File: src/rtl/alu_display_if.sv
// ALU result / op-select input bus plus the multiplexed 7-segment outputs.
// Latency: none, wires only.
// Backpressure: none; busy is informational and inputs are sampled when idle.
interface alu_display_if;
  logic [7:0] Y;
  logic [1:0] S;
  logic [3:0] an;
  logic [6:0] seg;
  logic       busy;

  modport master (output Y, output S, input an, input seg, input busy);
  modport slave  (input Y, input S, output an, output seg, output busy);
endinterface

File: src/rtl/alu_display.sv
// Captures the ALU result, converts it to 3 BCD digits and scans them plus the op code.
// Latency: binary modes commit 9 edges after capture, BCD mode commits 1 edge after capture.
// Backpressure: input changes while busy are ignored; the latest value is picked up back in IDLE.
module alu_display #(
  parameter int REFRESH_DIV = 50000
) (
  input logic          clk,
  input logic          rst,
  alu_display_if.slave bus
);
  localparam int CW = $clog2(REFRESH_DIV);
  localparam logic [6:0] BLANK = 7'b1111111;
  localparam logic [6:0] DASH  = 7'b0111111;

  typedef enum logic [1:0] {IDLE, CONV, DONE} state_t;

  state_t        state, next_state;
  logic [9:0]    last_cap;
  logic          pending;
  logic          capture_req;
  logic          capture, shift_en, commit;
  logic [1:0]    cap_s;
  logic [7:0]    bin;
  logic [11:0]   bcd, bcd_adj;
  logic [3:0]    shift_cnt;
  logic [3:0]    disp_h, disp_t, disp_o;
  logic [1:0]    disp_s;
  logic          disp_vld;
  logic [CW-1:0] refresh_cnt;
  logic [1:0]    idx;
  logic [6:0]    seg_nxt;
  logic          busy_q;
  logic [3:0]    an_q;
  logic [6:0]    seg_q;

  function automatic logic [6:0] seg7(input logic [3:0] d);
    case (d)
      4'd0:    seg7 = 7'b1000000;
      4'd1:    seg7 = 7'b1111001;
      4'd2:    seg7 = 7'b0100100;
      4'd3:    seg7 = 7'b0110000;
      4'd4:    seg7 = 7'b0011001;
      4'd5:    seg7 = 7'b0010010;
      4'd6:    seg7 = 7'b0000010;
      4'd7:    seg7 = 7'b1111000;
      4'd8:    seg7 = 7'b0000000;
      4'd9:    seg7 = 7'b0010000;
      default: seg7 = DASH;
    endcase
  endfunction

  // The pending flag forces one capture after reset even if inputs equal the reset snapshot.
  assign capture_req = ({bus.Y, bus.S} != last_cap) || pending;

  // FSM state register.
  always_ff @(posedge clk or posedge rst) begin
    if (rst) state <= IDLE;
    else     state <= next_state;
  end

  // FSM next state: BCD input skips the conversion, binary needs 8 shift edges.
  always_comb begin
    next_state = state;
    case (state)
      IDLE:    if (capture_req) next_state = (bus.S == 2'b10) ? DONE : CONV;
      CONV:    if (shift_cnt == 4'd7) next_state = DONE;
      DONE:    next_state = IDLE;
      default: next_state = IDLE;
    endcase
  end

  // FSM outputs: datapath strobes decoded from the current state.
  always_comb begin
    capture  = (state == IDLE) && capture_req;
    shift_en = (state == CONV);
    commit   = (state == DONE);
  end

  // busy is registered from the next state so it is high exactly during CONV and DONE.
  always_ff @(posedge clk or posedge rst) begin
    if (rst) busy_q <= 1'b0;
    else     busy_q <= (next_state != IDLE);
  end

  // Double-dabble correction: add 3 to every BCD nibble that is 5 or more before shifting.
  always_comb begin
    bcd_adj = bcd;
    for (int i = 0; i < 3; i++) begin
      if (bcd[i*4 +: 4] >= 4'd5) bcd_adj[i*4 +: 4] = bcd[i*4 +: 4] + 4'd3;
    end
  end

  // Capture snapshot and run the shift-add-3 conversion; BCD mode loads its digits directly.
  always_ff @(posedge clk or posedge rst) begin
    if (rst) begin
      last_cap  <= '0;
      pending   <= 1'b1;
      cap_s     <= '0;
      bin       <= '0;
      bcd       <= '0;
      shift_cnt <= '0;
    end else if (capture) begin
      last_cap  <= {bus.Y, bus.S};
      pending   <= 1'b0;
      cap_s     <= bus.S;
      shift_cnt <= '0;
      if (bus.S == 2'b10) begin
        bcd <= {4'h0, 3'b000, bus.Y[4], bus.Y[3:0]};
        bin <= '0;
      end else begin
        bcd <= '0;
        bin <= bus.Y;
      end
    end else if (shift_en) begin
      {bcd, bin} <= {bcd_adj[10:0], bin, 1'b0};
      shift_cnt  <= shift_cnt + 4'd1;
    end
  end

  // Display registers change only in DONE, all digits at once.
  always_ff @(posedge clk or posedge rst) begin
    if (rst) begin
      disp_h   <= '0;
      disp_t   <= '0;
      disp_o   <= '0;
      disp_s   <= '0;
      disp_vld <= 1'b0;
    end else if (commit) begin
      disp_h   <= bcd[11:8];
      disp_t   <= bcd[7:4];
      disp_o   <= bcd[3:0];
      disp_s   <= cap_s;
      disp_vld <= 1'b1;
    end
  end

  // Refresh counter; each wrap advances the lit digit.
  always_ff @(posedge clk or posedge rst) begin
    if (rst) begin
      refresh_cnt <= '0;
      idx         <= '0;
    end else if (refresh_cnt == CW'(REFRESH_DIV - 1)) begin
      refresh_cnt <= '0;
      idx         <= idx + 2'd1;
    end else begin
      refresh_cnt <= refresh_cnt + 1'b1;
    end
  end

  // Pattern for the current digit; zero blanking never hides a dash since a dash digit is nonzero.
  always_comb begin
    seg_nxt = BLANK;
    if (disp_vld) begin
      case (idx)
        2'd0:    seg_nxt = seg7(disp_o);
        2'd1:    seg_nxt = (disp_h == 4'd0 && disp_t == 4'd0) ? BLANK : seg7(disp_t);
        2'd2:    seg_nxt = (disp_h == 4'd0) ? BLANK : seg7(disp_h);
        default: seg_nxt = seg7({2'b00, disp_s});
      endcase
    end
  end

  // Registered anode and cathode drive.
  always_ff @(posedge clk or posedge rst) begin
    if (rst) begin
      an_q  <= 4'b1111;
      seg_q <= BLANK;
    end else begin
      an_q  <= ~(4'b0001 << idx);
      seg_q <= seg_nxt;
    end
  end

  assign bus.an   = an_q;
  assign bus.seg  = seg_q;
  assign bus.busy = busy_q;
endmodule

File: src/flat_wrapper.sv
// flat-port wrapper written by rule: the top's interface ports become plain ports
module alu_display_flat 
#(
  parameter int REFRESH_DIV = 50000
)
  (clk, rst, bus_Y, bus_S, bus_an, bus_seg, bus_busy);
  alu_display_if bus_i ();
  input logic clk;
  input logic rst;
  input wire logic [$bits(bus_i.Y)-1:0] bus_Y;
  input wire logic [$bits(bus_i.S)-1:0] bus_S;
  output wire logic [$bits(bus_i.an)-1:0] bus_an;
  output wire logic [$bits(bus_i.seg)-1:0] bus_seg;
  output wire logic [$bits(bus_i.busy)-1:0] bus_busy;
  assign bus_i.Y = bus_Y;
  assign bus_i.S = bus_S;
  assign bus_an = bus_i.an;
  assign bus_seg = bus_i.seg;
  assign bus_busy = bus_i.busy;
  alu_display #(.REFRESH_DIV(REFRESH_DIV)) u_core (.clk(clk), .rst(rst), .bus(bus_i));
endmodule
File: config.mk
export PLATFORM = sky130hd
export DESIGN_NAME = alu_display_flat
export DESIGN_NICKNAME = d
export VERILOG_FILES = /design/src/rtl/alu_display_if.sv /design/src/rtl/alu_display.sv /design/src/flat_wrapper.sv
export SDC_FILE = /design/constraint.sdc
export NUM_CORES = 1
export LEC_CHECK = 0
export BUFFER_PORTS_ARGS = -buffer_cell sky130_fd_sc_hd__buf_2
export CORE_ASPECT_RATIO = 1.5
export CORE_MARGIN = 2
export CORE_UTILIZATION = 55
export CTS_CLUSTER_DIAMETER = 50
export DETAILED_ROUTE_END_ITERATION = 6
export GPL_ROUTABILITY_DRIVEN = 1
export PLACE_DENSITY = 0.76
export SLEW_MARGIN = 20
export SYNTH_ARGS = -nofsm -noshare
export SYNTH_HDL_FRONTEND = slang
export SYNTH_SLANG_ARGS = --single-unit
export TNS_END_PERCENT = 30
File: constraint.sdc
create_clock -name clk -period 2.86 [get_ports clk]
set_input_delay 0.858 -clock clk [delete_from_list [all_inputs] [get_ports clk]]
set_output_delay 0.858 -clock clk [all_outputs]
set_load 0.005 [all_outputs]
---- Yosys cells after proc, flatten, opt, wreduce, memory -nomap -nowiden ----
Memory sizes are Yosys's and may differ from the RTL's.
Index checks and enable logic that the tools add are counted.
word-level totals
  input port bits ......................... 12
  register bits ........................... 84
  memories kept ........................... 3
  logic and storage cells ................. 73
  ROM bits ................................ 336
memories
  name             depth  width  read ports  clocked after memory_dff  wr ports  RTL line           source
  (no name shown)  16     7      1           0                         0         alu_display.sv:37  case (d)
  (no name shown)  16     7      1           0                         0         alu_display.sv:37
  (no name shown)  16     7      1           0                         0         alu_display.sv:37
cells by class
  bitwise operators ....................... 1
  add/sub/neg operators ................... 6
  equal/unequal tests ..................... 11
  reduce and logical (&&, ||, !) cells .... 10
  shift operators ......................... 1
  magnitude comparators ................... 3
  mux-type cells .......................... 21
operators by type and width
  kind                                                               count
  one-hot mux 7 bit (4 select lines)                                 1
  2-to-1 mux 12 bit                                                  2
  2-to-1 mux 8 bit                                                   3
  2-to-1 mux 7 bit                                                   3
  one-hot mux 7 bit (3 select lines)                                 1
  adder 16 x 1 -> 16 bit, second input constant                      1
  equality test 16 bit, second input constant                        1
  2-to-1 mux 16 bit                                                  1
  2-to-1 mux 4 bit                                                   4
  greater-or-equal comparator 4 x 3 -> 1 bit, second input constant  3
  equality test 2 bit, second input constant                         5
  inequality test 10 bit                                             1
  adder 4 x 2 -> 4 bit, second input constant                        2
  logical NOT 4 bit                                                  2
  equality test 2 x 1 -> 1 bit, second input constant                3
  logical NOT 2 bit                                                  3
  2-to-1 mux 2 bit                                                   3
  2-to-1 mux 5 bit                                                   1
  adder 4 x 1 -> 4 bit, second input constant                        1
  equality test 4 x 3 -> 1 bit, second input constant                1
  NOT 4 bit                                                          1
  one-hot mux 2 bit (2 select lines)                                 1
  nonzero test 2 bit                                                 2
  left shift 1 x 2 -> 4 bit, first input constant                    1
  5 further kinds                                                    6

---- Logic depth before layout (Yosys ltp) ----
  depth in word-level cells ............... 5
  depth in mapped cells ................... 8
  mapped depth without buffers ............ 7

---- Least setup slack after synthesis ----
No wires, ideal clock.
  path type ............................... in2reg
  start point ............................. input bus_Y[1]
  end point ............................... register u_core.last_cap[2]
  data arrival time ....................... 2.012 ns
  slack ................................... 0.722 ns
  setup time .............................. 0.125 ns
  path buffers ............................ 1
  data required time ...................... 2.735 ns
  cell stages on the path ................. 6
  path through ............................ xor2_1 > nor4_2 > nand3_2 > and2_1 > buf_6 > mux2_4
on the way
  longest elaborated chain between the ends .. 3
ends and longest elaborated chain
  element                 RTL line            source
  start: declaration      flat_wrapper.sv:10  input wire logic [$bits(bus_i.Y)-1:0] bus_Y;
  inequality test 10 bit  alu_display.sv:53   assign capture_req = ({bus.Y, bus.S} != last_cap) || pending;
  logical OR 1 bit        alu_display.sv:53
  logical AND 1 bit       alu_display.sv:74   capture = (state == IDLE) && capture_req;
  end signal: assignment  alu_display.sv:103  last_cap <= {bus.Y, bus.S};
  end: declaration        alu_display.sv:18   logic [9:0] last_cap;
Every way passes these cells.
A chain may end at the register's enable or synchronous reset.

---- Worst setup path after layout ----
Ends and elaborated chain as after synthesis.

==> out/qor.yml <==
placement:
  placed_cells: 565
  dp_hpwl_um: 6460
  place_area_um2: 4730
  gp_congestion: 0.935
  portBuffers: 23
finish:
  layout_commonest_cell: "dfrtp_1"
  multi_input_area_um2: 2240
  final_cell_mix: "70 x dfrtp_1, 35 x nand2_1, 34 x nor2_1"
  antenna_cells: 0
  areaGrowthSynthToFinish_pct: 10.8
  nFillCells: 637
  layout.nets: 512
  stdcell_count: 580
  drive_gt1_frac: 0.149
  stdcell_area_um2: 5010
  regArea_um2: 2070
hold_path:
  hold_class: "flop to flop"
  hold_end: "u_core.refresh_cnt[0]"
  worstHoldPathCells: 1
  hold_start: "u_core.refresh_cnt[0]"
clocking:
  post_cts_buffers: 0
  clkLatencyLatePin_ns: 0.34
  cts.htree.levels: 3
  clk_pin_slew_ns: 0.06
  post_cts_resized: 0
  clk_path_buf_depth: 2
  root_buffer: "clkbuf_16"
  cts-buffers-inserted: 9
  cts_hold_buf: 0
  cts_sinks: 82
  cts_tree: "yes"
floorplan:
  dieArea_um2: 8980
  rows: 40
  start_util: 0.565
  die_y_um: 115
  die_w_um: 78.0
  pin_count: 24
  core_area_um2: 8010
critical_path:
  worstPathRequired_ns: 3.08
  r2r_end: "u_core.bus.seg[6]"
  arrival_ns: 2.36
  critPathLaunchType: "primary input"
  worstPathMaxFanout: 6
  reg2reg_slack_ns: 0.73
  worstReg2RegStart: "u_core.disp_h[1]"
  ff2ff_path_depth: 6
  path_class: "primary input to flop"
  endpoint_kind: "flop"
yosys:
  seq_area_frac_synth: 0.457
  synth_area_um2: 4520
  synth_fp_nets: 491
  synth-seq-cells: 82
  async_flop_share: 1.00
  synth_area_leader_cell: "dfrtp_1"
  synth_cells: 450
  netlist_top_cells_area: "dfrtp_1 39%, ha_1 8.0%, dfstp_2 7.0%"
  avgSynthCellArea_um2: 10.0
  synthFlopType: "dfrtp_1"
  synth_enable_flop_cells: 0
  synth_warnings: 0
  ys_types: 58
  synthDominantCellAreaShare: 0.387
power_and_ir_drop:
  p_per_area_nw_per_um2: 1000
  vdd_ir_drop_max_uv: 609
  leakage_nw: 2.24
routing:
  final_antenna_net_count: 0
  vias: 3348
  totalWireLength_um: 9120
  drcViolationCount: 0
  drt_iter0_drc: 213
  dr.pass1.iters: 5
  vias_per_cell: 5.77
  wl_per_cell_um: 15.7
sta:
  final.min_clock_period_ns: 2.14
  grt_setup_unrepaired: "no"
  slew_viol_final: 0
  finalSetupViolCount: 0
  hold_viol_final: 0
  post-route-period-util: 0.748
  relSlewSlack: 0.485
  setup_tns_ns: 0
  timing.fmax_mhz: 468
  hold_ws_ns: 0.482
  worst_pin_slew_ns: 0.768
  fin_skew_ns: 0.00750
global_route:
  grt_max_degree: 57
  grt_pass1_wl_um: 15700
  grt_overflow: 0
  first_global_vias: 3438
  track_usage: 0.223
  antenna_found_initial: 0
run_status:
  status: "finished clean"
run:
  drv_cap: 0
[kinds of logic (layout without fill, tap and decap cells)]
| family | count (synthesis) | in the layout | share of synthesized area |
|---|---|---|---|
| buf+inv | 49 | 74 | 0.0481 |
| mux | 23 | 23 | 0.0595 |
| simple gates | 129 | 129 | 0.144 |
| compound gates | 109 | 109 | 0.155 |
| xor+xnor | 29 | 29 | 0.0562 |
| flops | 82 | 82 | 0.457 |
| fa+ha+maj | 29 | 29 | 0.0802 |
[where the power goes]
part	internal, mW	switching [mW]
registers	1.57	0.414
clock network	0.633	0.446
logic	0.909	1.05
[how the worst max path moves through the flow]
stage | start | end | slack (ns) | cells past startpoint
6_report | bus_Y[1] | u_core.last_cap[2] | 0.72 | 6
5_1_grt | u_core.disp_h[1] | u_core.bus.seg[3] | 0.59 | 7
4_1_cts | bus_Y[1] | u_core.last_cap[2] | 0.75 | 6
3_5_place_dp | bus_Y[1] | u_core.last_cap[2] | 0.48 | 6
3_3_place_gp | bus_Y[1] | u_core.last_cap[3] | 0.54 | 6
2_1_floorplan | bus_Y[1] | u_core.last_cap[2] | 0.72 | 6
[routing by layer]
layer  vias to the layer above  global-route usage  wire (µm)
met2                        65               0.394       4880
met4                         0               0.118        355
li1                       1631                   -          -
met3                        29              0.0518        252
met1                      1623               0.248       3630
met5                         -                   0          0
[registers in the layout, summed over array words and instances (netlist names)]
| name | cells |
|---|---|
| u_core.bcd | 12 |
| u_core.bin | 8 |
| u_core.bus.an | 4 |
| u_core.bus.busy | 1 |
| u_core.bus.seg | 7 |
| u_core.cap_s | 1 |
| u_core.disp_h | 4 |
| u_core.disp_o | 4 |
| u_core.disp_s | 2 |
| u_core.disp_t | 4 |
| u_core.disp_vld | 1 |
| u_core.idx | 2 |
| u_core.last_cap | 9 |
| u_core.pending | 1 |
| u_core.refresh_cnt | 16 |
| u_core.shift_cnt | 4 |
| u_core.state | 2 |
[critical path, cell delays in order]
cell and delay [ns]:
buf_2 0.14, xor2_1 0.16, nor4_2 0.36, nand3_2 0.20, and2_1 0.31, mux2_4 0.33
[cell usage after synthesis, types with 4 or more instances]
cell,count
a21oi_1,20
a22o_1,8
a311oi_1,6
and3_1,6
clkbuf_1,11
dfrtp_1,70
dfstp_2,12
ha_1,29
inv_1,25
mux2_1,14
mux2_4,4
mux2i_1,4
nand2_1,35
nand2b_1,7
nand3_1,8
nand4_1,5
nor2_1,34
nor2b_1,6
nor3_1,14
o21ai_0,17
o21ai_1,22
o22ai_1,8
xnor2_1,12
xor2_1,17
[cell type report]
class | count | share of cell area
multi-input cells | 319 | 0.446
repair buffers | 31 | 0.0374
inverters | 28 | 0.0217
clock buffers | 12 | 0.0512
flip-flops and latches | 82 | 0.412
clock inverters | 3 | 0.00474
well taps | 105 | 0.0262
[through the flow]
stage | utilization | power, mW | setup slack, ns
floorplan | - | 3.43 | 0.722
global placement | 0.591 | 3.82 | 0.545
detailed placement | 0.591 | 3.94 | 0.478
CTS | 0.626 | 5.05 | 0.746
global route | 0.626 | 5.43 | 0.590
finish | 0.626 | 5.03 | 0.721
Power figures use the tool's default switching activity.
